File: config.mk
export PLATFORM = sky130hd
export DESIGN_NAME = wb_uart8_tx
export DESIGN_NICKNAME = d
export VERILOG_FILES = /design/src/rtl/wb_uart8_tx.sv
export SDC_FILE = /design/constraint.sdc
export NUM_CORES = 1
export LEC_CHECK = 0
export ABC_AREA = 0
export CORE_MARGIN = 2
export CORE_UTILIZATION = 27
export DETAILED_ROUTE_END_ITERATION = 10
export PLACE_DENSITY = 0.49
export SYNTH_ARGS = -nofsm -noshare
export SYNTH_HDL_FRONTEND = slang
export SYNTH_SLANG_ARGS = --single-unit
File: constraint.sdc
create_clock -name wb_clk_i -period 3.6 [get_ports wb_clk_i]
set_clock_uncertainty 0.1 [all_clocks]
set_input_delay 0.54 -clock wb_clk_i [delete_from_list [all_inputs] [get_ports wb_clk_i]]
set_output_delay 0.54 -clock wb_clk_i [all_outputs]
set_load 0.05 [all_outputs]
File: src/rtl/wb_uart8_tx.sv
// wb_uart8_tx: transmit-only 8N1 UART behind an 8-bit Wishbone B3 slave.
// Bytes written to TXDATA are queued in a TX FIFO and serialised on tx_o.
// Each accepted request is acked once, one cycle after it is sampled, so
// every access has one wait state.
//
// Ports:
//   wb_clk_i  system clock, rising edge
//   wb_rst_i  asynchronous reset, active low
//   wb_adr_i  byte address, only [2:0] decoded
//   wb_dat_i  write data
//   wb_we_i   write enable
//   wb_cyc_i  bus cycle
//   wb_stb_i  strobe
//   wb_cti_i  cycle type, ignored (classic only)
//   wb_bte_i  burst type, ignored
//   wb_dat_o  registered read data
//   wb_ack_o  registered acknowledge
//   wb_err_o  tied low
//   wb_rty_o  tied low
//   tx_o      serial output, idles high
//   irq_o     level interrupt: irq_en & FIFO empty & transmitter idle
//
// Register map (adr[2:0]):
//   0 TXDATA  write pushes a byte, reads 0
//   1 STATUS  {4'b0, overflow, busy, empty, full}; write bit3=1 clears overflow
//   2 DIV_LO  divisor[7:0]
//   3 DIV_HI  divisor[15:8]
//   4 CTRL    bit0 tx_en, bit1 irq_en
//   5-7       read 0, writes ignored
module wb_uart8_tx #(
    parameter logic [15:0] CLK_DIV = 16'd27,
    parameter int          FIFO_AW = 4
) (
    input  logic        wb_clk_i,
    input  logic        wb_rst_i,
    input  logic [31:0] wb_adr_i,
    input  logic [7:0]  wb_dat_i,
    input  logic        wb_we_i,
    input  logic        wb_cyc_i,
    input  logic        wb_stb_i,
    input  logic [2:0]  wb_cti_i,
    input  logic [1:0]  wb_bte_i,
    output logic [7:0]  wb_dat_o,
    output logic        wb_ack_o,
    output logic        wb_err_o,
    output logic        wb_rty_o,
    output logic        tx_o,
    output logic        irq_o
);

    typedef enum logic [1:0] {
        ST_IDLE  = 2'd0,
        ST_START = 2'd1,
        ST_DATA  = 2'd2,
        ST_STOP  = 2'd3
    } tx_state_t;

    localparam int DEPTH = 1 << FIFO_AW;

    // A divisor of zero behaves like one clock per bit.
    function automatic logic [15:0] eff_div(input logic [15:0] d);
        eff_div = (d == 16'd0) ? 16'd1 : d;
    endfunction

    logic [7:0]       fifo_mem_r [0:DEPTH-1];
    logic [FIFO_AW:0] wr_ptr_r;
    logic [FIFO_AW:0] rd_ptr_r;
    logic             full_s;
    logic             empty_s;
    logic             push_req_s;
    logic             push_s;
    logic             pop_s;

    logic             req_s;
    logic             ack_r;
    logic [7:0]       dat_r;
    logic [7:0]       rdata_s;
    logic [15:0]      div_r;
    logic             tx_en_r;
    logic             irq_en_r;
    logic             ovf_r;
    logic             irq_r;

    tx_state_t        state_r;
    tx_state_t        state_nxt;
    logic [15:0]      cnt_r;
    logic [15:0]      cnt_nxt;
    logic [2:0]       bit_idx_r;
    logic [2:0]       bit_idx_nxt;
    logic [7:0]       shift_r;
    logic [7:0]       shift_nxt;
    logic [15:0]      bit_div_r;
    logic [15:0]      bit_div_nxt;
    logic             tx_r;
    logic             tx_s;
    logic             bit_end_s;
    logic             start_ok_s;
    logic             busy_s;
    logic             unused_s;

    assign unused_s   = ^{wb_adr_i[31:3], wb_cti_i, wb_bte_i};

    // A new request is only taken while ack is low, which yields one wait state
    // and acks every second cycle for back-to-back strobes.
    assign req_s      = wb_cyc_i & wb_stb_i & ~ack_r;
    assign push_req_s = req_s & wb_we_i & (wb_adr_i[2:0] == 3'd0);
    assign push_s     = push_req_s & ~full_s;

    assign empty_s    = (wr_ptr_r == rd_ptr_r);
    assign full_s     = (wr_ptr_r[FIFO_AW] != rd_ptr_r[FIFO_AW]) &&
                        (wr_ptr_r[FIFO_AW-1:0] == rd_ptr_r[FIFO_AW-1:0]);
    assign busy_s     = (state_r != ST_IDLE);
    assign start_ok_s = tx_en_r & ~empty_s;
    assign bit_end_s  = (cnt_r == (bit_div_r - 16'd1));

    assign wb_dat_o   = dat_r;
    assign wb_ack_o   = ack_r;
    assign wb_err_o   = 1'b0;
    assign wb_rty_o   = 1'b0;
    assign tx_o       = tx_r;
    assign irq_o      = irq_r;

    // Read data multiplexer on the pre-edge register state.
    always_comb begin
        rdata_s = 8'd0;
        case (wb_adr_i[2:0])
            3'd1:    rdata_s = {4'b0000, ovf_r, busy_s, empty_s, full_s};
            3'd2:    rdata_s = div_r[7:0];
            3'd3:    rdata_s = div_r[15:8];
            3'd4:    rdata_s = {6'b000000, irq_en_r, tx_en_r};
            default: rdata_s = 8'd0;
        endcase
    end

    // Bus acknowledge and read data registers.
    always_ff @(posedge wb_clk_i or negedge wb_rst_i) begin
        if (!wb_rst_i) begin
            ack_r <= 1'b0;
            dat_r <= 8'd0;
        end else begin
            ack_r <= req_s;
            if (req_s) begin
                dat_r <= rdata_s;
            end
        end
    end

    // Software-visible control registers and the sticky overflow flag.
    always_ff @(posedge wb_clk_i or negedge wb_rst_i) begin
        if (!wb_rst_i) begin
            div_r    <= CLK_DIV;
            tx_en_r  <= 1'b1;
            irq_en_r <= 1'b0;
            ovf_r    <= 1'b0;
        end else begin
            if (push_req_s && full_s) begin
                ovf_r <= 1'b1;
            end else if (req_s && wb_we_i && (wb_adr_i[2:0] == 3'd1) && wb_dat_i[3]) begin
                ovf_r <= 1'b0;
            end
            if (req_s && wb_we_i) begin
                case (wb_adr_i[2:0])
                    3'd2:    div_r[7:0]  <= wb_dat_i;
                    3'd3:    div_r[15:8] <= wb_dat_i;
                    3'd4: begin
                        tx_en_r  <= wb_dat_i[0];
                        irq_en_r <= wb_dat_i[1];
                    end
                    default: ;
                endcase
            end
        end
    end

    // Interrupt is registered from the pre-edge FIFO and FSM state.
    always_ff @(posedge wb_clk_i or negedge wb_rst_i) begin
        if (!wb_rst_i) begin
            irq_r <= 1'b0;
        end else begin
            irq_r <= irq_en_r & empty_s & ~busy_s;
        end
    end

    // FIFO storage; contents are don't-care until written.
    always_ff @(posedge wb_clk_i) begin
        if (push_s) begin
            fifo_mem_r[wr_ptr_r[FIFO_AW-1:0]] <= wb_dat_i;
        end
    end

    // FIFO pointers; one extra bit distinguishes full from empty.
    always_ff @(posedge wb_clk_i or negedge wb_rst_i) begin
        if (!wb_rst_i) begin
            wr_ptr_r <= '0;
            rd_ptr_r <= '0;
        end else begin
            if (push_s) begin
                wr_ptr_r <= wr_ptr_r + 1'b1;
            end
            if (pop_s) begin
                rd_ptr_r <= rd_ptr_r + 1'b1;
            end
        end
    end

    // TX FSM next state, datapath next values and line level.
    always_comb begin
        state_nxt   = state_r;
        cnt_nxt     = cnt_r;
        bit_idx_nxt = bit_idx_r;
        shift_nxt   = shift_r;
        bit_div_nxt = bit_div_r;
        pop_s       = 1'b0;
        tx_s        = 1'b1;
        case (state_r)
            ST_IDLE: begin
                tx_s = 1'b1;
                if (start_ok_s) begin
                    pop_s       = 1'b1;
                    shift_nxt   = fifo_mem_r[rd_ptr_r[FIFO_AW-1:0]];
                    bit_div_nxt = eff_div(div_r);
                    cnt_nxt     = 16'd0;
                    bit_idx_nxt = 3'd0;
                    state_nxt   = ST_START;
                end else begin
                    state_nxt   = ST_IDLE;
                end
            end
            ST_START: begin
                tx_s = 1'b0;
                if (bit_end_s) begin
                    cnt_nxt     = 16'd0;
                    bit_idx_nxt = 3'd0;
                    state_nxt   = ST_DATA;
                end else begin
                    cnt_nxt     = cnt_r + 16'd1;
                end
            end
            ST_DATA: begin
                tx_s = shift_r[0];
                if (bit_end_s) begin
                    cnt_nxt   = 16'd0;
                    shift_nxt = {1'b0, shift_r[7:1]};
                    if (bit_idx_r == 3'd7) begin
                        state_nxt = ST_STOP;
                    end else begin
                        bit_idx_nxt = bit_idx_r + 3'd1;
                    end
                end else begin
                    cnt_nxt = cnt_r + 16'd1;
                end
            end
            ST_STOP: begin
                tx_s = 1'b1;
                if (bit_end_s) begin
                    // Chain straight into the next start bit so frames are gapless.
                    if (start_ok_s) begin
                        pop_s       = 1'b1;
                        shift_nxt   = fifo_mem_r[rd_ptr_r[FIFO_AW-1:0]];
                        bit_div_nxt = eff_div(div_r);
                        cnt_nxt     = 16'd0;
                        bit_idx_nxt = 3'd0;
                        state_nxt   = ST_START;
                    end else begin
                        cnt_nxt     = 16'd0;
                        state_nxt   = ST_IDLE;
                    end
                end else begin
                    cnt_nxt = cnt_r + 16'd1;
                end
            end
            default: begin
                state_nxt = ST_IDLE;
            end
        endcase
    end

    // TX FSM state and datapath registers; tx_o is the registered line level.
    always_ff @(posedge wb_clk_i or negedge wb_rst_i) begin
        if (!wb_rst_i) begin
            state_r   <= ST_IDLE;
            cnt_r     <= 16'd0;
            bit_idx_r <= 3'd0;
            shift_r   <= 8'd0;
            bit_div_r <= eff_div(CLK_DIV);
            tx_r      <= 1'b1;
        end else begin
            state_r   <= state_nxt;
            cnt_r     <= cnt_nxt;
            bit_idx_r <= bit_idx_nxt;
            shift_r   <= shift_nxt;
            bit_div_r <= bit_div_nxt;
            tx_r      <= tx_s;
        end
    end

endmodule

## Yosys cells after proc, flatten, opt, wreduce, memory -nomap -nowiden

Memory sizes are Yosys's and may differ from the RTL's.
Cells that the tools add are included.

| cells by class | value |
|---|---|
| equal/unequal tests | 18 |
| multiplexer cells | 32 |
| reduce and logical (&&, ||, !) cells | 21 |
| add/sub/neg operators | 5 |
| bitwise gates (word level) | 12 |

Operators with widths:

| cell | count |
|---|---|
| $mux W16 | 5 |
| $pmux W16 S2 | 2 |
| $pmux W8 S4 | 1 |
| $mux W8 | 3 |
| $pmux W8 S3 | 1 |
| $add A16 B1 Y16 const B | 1 |
| $eq A16 B16 Y1 | 1 |
| $logic_not A16 Y1 | 1 |
| $sub A16 B1 Y16 const B | 1 |
| $mux W3 | 5 |
| $ne A2 B2 Y1 const B | 6 |
| $pmux W3 S4 | 1 |
| $add A5 B1 Y5 const B | 2 |
| $and A1 B1 Y1 | 8 |
| $mux W2 | 4 |
| $pmux W2 S4 | 1 |
| $reduce_and A2 Y1 | 4 |
| $reduce_and A4 Y1 | 2 |
| $mux W1 | 7 |
| $eq A3 B2 Y1 const B | 2 |
| $eq A3 B3 Y1 const B | 2 |
| $reduce_bool A2 Y1 | 3 |
| $eq A5 B5 Y1 | 1 |
| $logic_and A1 B1 Y1 | 5 |
| 15 further kinds | 19 |

| word-level totals | value |
|---|---|
| output and inout port bits | 13 |
| word-level logic and storage cells | 105 |
| register bits after elaboration | 85 |
| bits of input ports | 50 |
| bits in writable memories | 128 |
| memories | 1 |

Memories:

| memory | depth | bits a word | read ports | clocked after Yosys merged registers in | write ports | line | text |
|---|---|---|---|---|---|---|---|
| fifo_mem_r | 16 | 8 | 1 | 0 | 1 | 65 | `logic [7:0] fifo_mem_r [0:DEPTH-1];` |

## Longest topological paths before layout

Gate-level depths: netlist of run 1.

| depth | value |
|---|---|
| word-level depth | 7 |
| mapped depth | 12 |
| mapped depth without buffers | 10 |

## Worst setup path after synthesis of run 1

No wires, ideal clock.

| path | value |
|---|---|
| kind | reg-to-reg |
| start | register ack_r (netlist: wb_ack_o) |
| end | memory fifo_mem_r[3][0] (enable) |
| cell stages (with the launch flop) | 8 |
| path slack | 0.458 ns |
| data required time | 3.117 ns |
| buffers on the path | 0 |
| arrival | 2.659 ns |
| library setup time | 0.383 ns |
| path through | dfrtp_1 > or2_2 > inv_1 > nand2_1 > or4_1 > nor2_1 > nand2_1 > nor3_1 |

| between the ends | value |
|---|---|
| longest elaborated chain between the ends | 7 |

Ends and longest elaborated chain:

| what | line | text |
|---|---|---|
| start: declaration | 75 | `logic ack_r;` |
| start signal: assignment | 141 | `ack_r <= req_s;` |
| $not A1 Y1 | 105 | `assign req_s = wb_cyc_i & wb_stb_i & ~ack_r;` |
| $and A1 B1 Y1 | 105 |  |
| via req_s | 74 | `logic req_s;` |
| $and A1 B1 Y1 (2 in a row) | 106 | `assign push_req_s = req_s & wb_we_i & (wb_adr_i[2:0] == 3'd0);` |
| $and A1 B1 Y1 | 107 | `assign push_s = push_req_s & ~full_s;` |
| $mux W1 | 186 | `if (push_s) begin` |
| $mux W1 (not written as such) | 187 | `fifo_mem_r[wr_ptr_r[FIFO_AW-1:0]] <= wb_dat_i;` |
| end: declaration | 65 |  |

The timed path passes the listed nets, and every way through them passes these cells.

## Final worst setup path of run 1

| path | value |
|---|---|
| start | register bit_div_r[0] |
| end | register rd_ptr_r[1] |

| between the ends | value |
|---|---|
| longest elaborated chain between the ends | 4 |

Ends and longest elaborated chain:

| what | line | text |
|---|---|---|
| start: declaration | 92 | `logic [15:0] bit_div_r;` |
| start signal: assignment | 285 | `bit_div_r <= eff_div(CLK_DIV);` |
| start signal: assignment | 292 | `bit_div_r <= bit_div_nxt;` |
| $sub A16 B1 Y16 | 114 | `assign bit_end_s = (cnt_r == (bit_div_r - 16'd1));` |
| $eq A16 B16 Y1 | 114 |  |
| $mux W1 | 255 | `if (bit_end_s) begin` |
| $pmux W1 S2 | 215 | `case (state_r)` |
| end signal: assignment | 201 | `rd_ptr_r <= rd_ptr_r + 1'b1;` |
| end: declaration | 67 | `logic [FIFO_AW:0] rd_ptr_r;` |

No other way between the ends.
A chain may end at the register's enable or synchronous reset.

==> impl_metrics.env, run 1 <==
export IMPL_status="finished, final reports clean"
export IMPL_drv_slew=0
export IMPL_synth_ff_type="edfxtp_1"
export IMPL_synth_xor_area_share_pct=3.93
export IMPL_multi_input_area_mm2=0.00345
export IMPL_irDropWorstVdd_mv=0.465
export IMPL_synth_cell_types=57
export IMPL_syn_inst=645
export IMPL_synthAdderAreaFrac_pct=1.96
export IMPL_fill_cells=3439
export IMPL_syn_area_per_cell_um2=14.8
export IMPL_initial_utilization_pct=27.6
export IMPL_drc=0
export IMPL_coreArea_mm2=0.0347
export IMPL_grt_pass1_vias=5703
export IMPL_h_tree_depth=1
export IMPL_grtUsageTotal_pct=11.9
export IMPL_cts_sinks=213
export IMPL_fmax_mhz=300
export IMPL_via_per_inst=4.55
export IMPL_netlist_area_mm2=0.00957
export IMPL_yosys_warnings=0
export IMPL_die_x_um=192
export IMPL_p_leak_nw=4.20
export IMPL_post_route_util_pct=32.8
export IMPL_post_synth_top_area_fraction_pct=40.2
export IMPL_maxSlewHeadroom_pct=40.7
export IMPL_drive_gt1_share_pct=24.3
export IMPL_via_count=5368
export IMPL_clock_power_share_pct=31.3
export IMPL_area_growth_syn_to_layout_pct=18.8
export IMPL_port_buffers=26
export IMPL_clk_root_buffer_cell="clkbuf_16"
export IMPL_post_dp_hpwl_um=13900
export IMPL_cts_buffers=24
export IMPL_diodes=0
export IMPL_drtIter0Drc=290
export IMPL_crit_start="bit_div_r[0]"
export IMPL_cp_max_fo=6
export IMPL_r2r_slack_ns=0.26
export IMPL_async_flop_share_pct=39.9
export IMPL_hold_viol=0
export IMPL_mostFrequentLayoutCells="128 x edfxtp_1, 74 x dfrtp_1, 56 x nand2_1"
export IMPL_firstDrtPassIters=4
export IMPL_p_sw_share_pct=30.7
export IMPL_yosysSeqAreaShare_pct=62.5
export IMPL_crit_chain="inv_1 > ha_1 > or4b_1 > nor3_2 > xnor2_1 > a2111oi_4 > nand4_4 > buf_4 > o21ai_1 > nand2_1 > mux2_2"
export IMPL_period_minus_slack_ns=3.34
export IMPL_min_from="wb_dat_o[4]"
export IMPL_grt_start_max_net_pins=48
export IMPL_cp_start_kind="flop"
export IMPL_insertion_delay_ns=0.53
export IMPL_cap_viol_max_count=0
export IMPL_critPathCaptureType="flop"
export IMPL_ys_ff_latch=213
export IMPL_cts_buffer_depth=3
export IMPL_synth_mux_area_share_pct=16.5
export IMPL_nNetsFinal=771
export IMPL_regArea_mm2=0.00598
export IMPL_wl_met3_um=761
export IMPL_place_area_mm2=0.0105
export IMPL_tritoncts="yes"
export IMPL_tightest_slew_ns=0.886
export IMPL_row_count=68
export IMPL_crit_type="reg2reg"
export IMPL_r2r_start="bit_div_r[0]"
export IMPL_clk_pin_slew_ns=0.06
export IMPL_gr_total_overflow=0
export IMPL_synth_top_family_by_area="multiplexers"
export IMPL_power_frac_comb_pct=28.9
export IMPL_hp_class="reg2reg"
export IMPL_slowest_stage="or4b_1"
export IMPL_setup_viol=0
export IMPL_io_pins=63
export IMPL_globalplace_congestion=0.775
export IMPL_synthSimpleGateAreaFrac_pct=9.03
export IMPL_wl_per_cell_um=17.7
export IMPL_crit_required_ns=3.90
export IMPL_critical_path_top_delay_family="simple AND/OR/NAND/NOR gates"
export IMPL_ant_nets=0
export IMPL_wl_met2_um=9930
export IMPL_cpPeakStageDelay_ns=0.59
export IMPL_dr_max_layer_used="met4"
export IMPL_rsz0062_at_grt="no"
export IMPL_antenna_found_initial=0
export IMPL_final_common_cell="edfxtp_1"
export IMPL_dieArea_mm2=0.0370
export IMPL_dieHeight_um=192
export IMPL_p_int_mw=5.45
export IMPL_p_switching_mw=2.41
export IMPL_power_density_mw_per_mm2=691
export IMPL_synth_compound_area_share_pct=4.38
export IMPL_synth_area_leaders="edfxtp_1 40%, dfrtp_1 20%, mux4_2 9.4%, mux2_2 4.2%, dfstp_2 2.7%"
export IMPL_synth_top_area_cell="edfxtp_1"
export IMPL_path_buf_inv=2
export IMPL_finalSetupTns_ns=0
export IMPL_wl_um=20800
export IMPL_period_share_pct=92.7
export IMPL_grt_pass1_wl_um=33300
export IMPL_synth_edf_count=128
export IMPL_finalInstanceArea_mm2=0.0114
export IMPL_cp_arrival_ns=3.64
export IMPL_sequentialPowerShare_pct=39.7
export IMPL_drt_met1_wl_um=9680
## per-stage QoR
step                power [mW]  std cells  worst slack, ns  hold WS (ns)
floorplan                 4.81        646            0.458         0.144
global placement          5.47       1134            0.193         0.367
detailed placement        5.49       1134            0.181         0.376
CTS                       8.00       1179            0.150         0.389
global route              8.35       1179           0.0202         0.411
finish                    7.86       1179            0.264         0.381
## power groups by stage
stage / Sequential [mW] / Clock [mW] / Combinational (mW)
CTS: 3.13 / 2.55 / 2.32
floorplan: 3.08 / 0 / 1.73
global placement: 3.17 / 0 / 2.30
global route: 3.17 / 2.65 / 2.53
detailed placement: 3.17 / 0 / 2.31
finish: 3.12 / 2.46 / 2.27
## repair_timing
action	CTS	global route
resized for setup	0	2
setup endpoints to repair	0	10
hold buffers	1	0
buffers inserted	0	0
hold endpoints to repair	42	0
## worst paths after layout
check                                endpoint  cells after the start
worst min-delay path              wb_dat_o[4]                      2
min in group asynchronous       bit_div_r[10]                      2
max in group asynchronous            div_r[3]                      3
worst max register to register    rd_ptr_r[1]                     11
worst min register to register    wb_dat_o[4]                      2
worst max-delay path              rd_ptr_r[1]                     11
## state kept, by name, summed over array words and instances (netlist names)
register and count:
div_r 16, state_r 2, tx_en_r 1, wb_dat_o 8, bit_div_r 16, irq_en_r 1, fifo_mem_r 128, wb_ack_o 1
rd_ptr_r 5, shift_r 8, ovf_r 1, irq_o 1, bit_idx_r 3, cnt_r 16, tx_o 1, wr_ptr_r 5
## tightest hold or removal path, delay by kind of cell, from the launching register on
kind / cells / cell delay (ns)
AND/OR/NAND/NOR: 1 / 0.05
AO/OA/AOI/OAI: 1 / 0.05
flip-flops: 1 / 0.34
## routing by layer
| layer | global-route usage, % | vias up |
|---|---|---|
| met3 | 2.07 | 28 |
| met4 | 3.26 | 0 |
| met1 | 16.1 | 2704 |
| met5 | 0 | - |
| li1 | - | 2550 |
| met2 | 19.6 | 86 |
## Yosys cell counts, drive strengths merged, types with 7 or more instances
master,number
edfxtp,128
dfrtp,75
nand2,56
nor2,48
mux2,46
mux4,40
xnor2,28
o21ai,24
clkbuf,17
ha,15
nor3,15
xor2,15
mux2i,13
inv,11
dfstp,10
nand3,9
and3,8
buf,8
nand2b,7
nor4,7
## area by class of cell
cell class / count / area share [%]
Inverter: 12 / 0.396
Clock buffer: 34 / 5.88
Sequential cell: 213 / 52.6
Multi-Input combinational cell: 396 / 30.3
Timing Repair Buffer: 59 / 4.58
Clock inverter: 10 / 1.20
Tap cell: 455 / 5.01
## cell families (layout without fill, tap and decap cells)
group | count (synthesis) | in the layout
mux | 99 | 99
xor+xnor | 43 | 43
other cells | 1 | 2
buf+inv | 37 | 115
compound gates | 60 | 60
fa+ha+maj | 15 | 15
simple gates | 177 | 177
flops | 213 | 213
(Power assumes the default switching activity.)
==> inputs of run 2 (changes only) <==
Settings changed: GPL_ROUTABILITY_DRIVEN from default to 1.
==> results of run 2 <==
The final DEF is identical to that of run 1; final timing and power are the same.
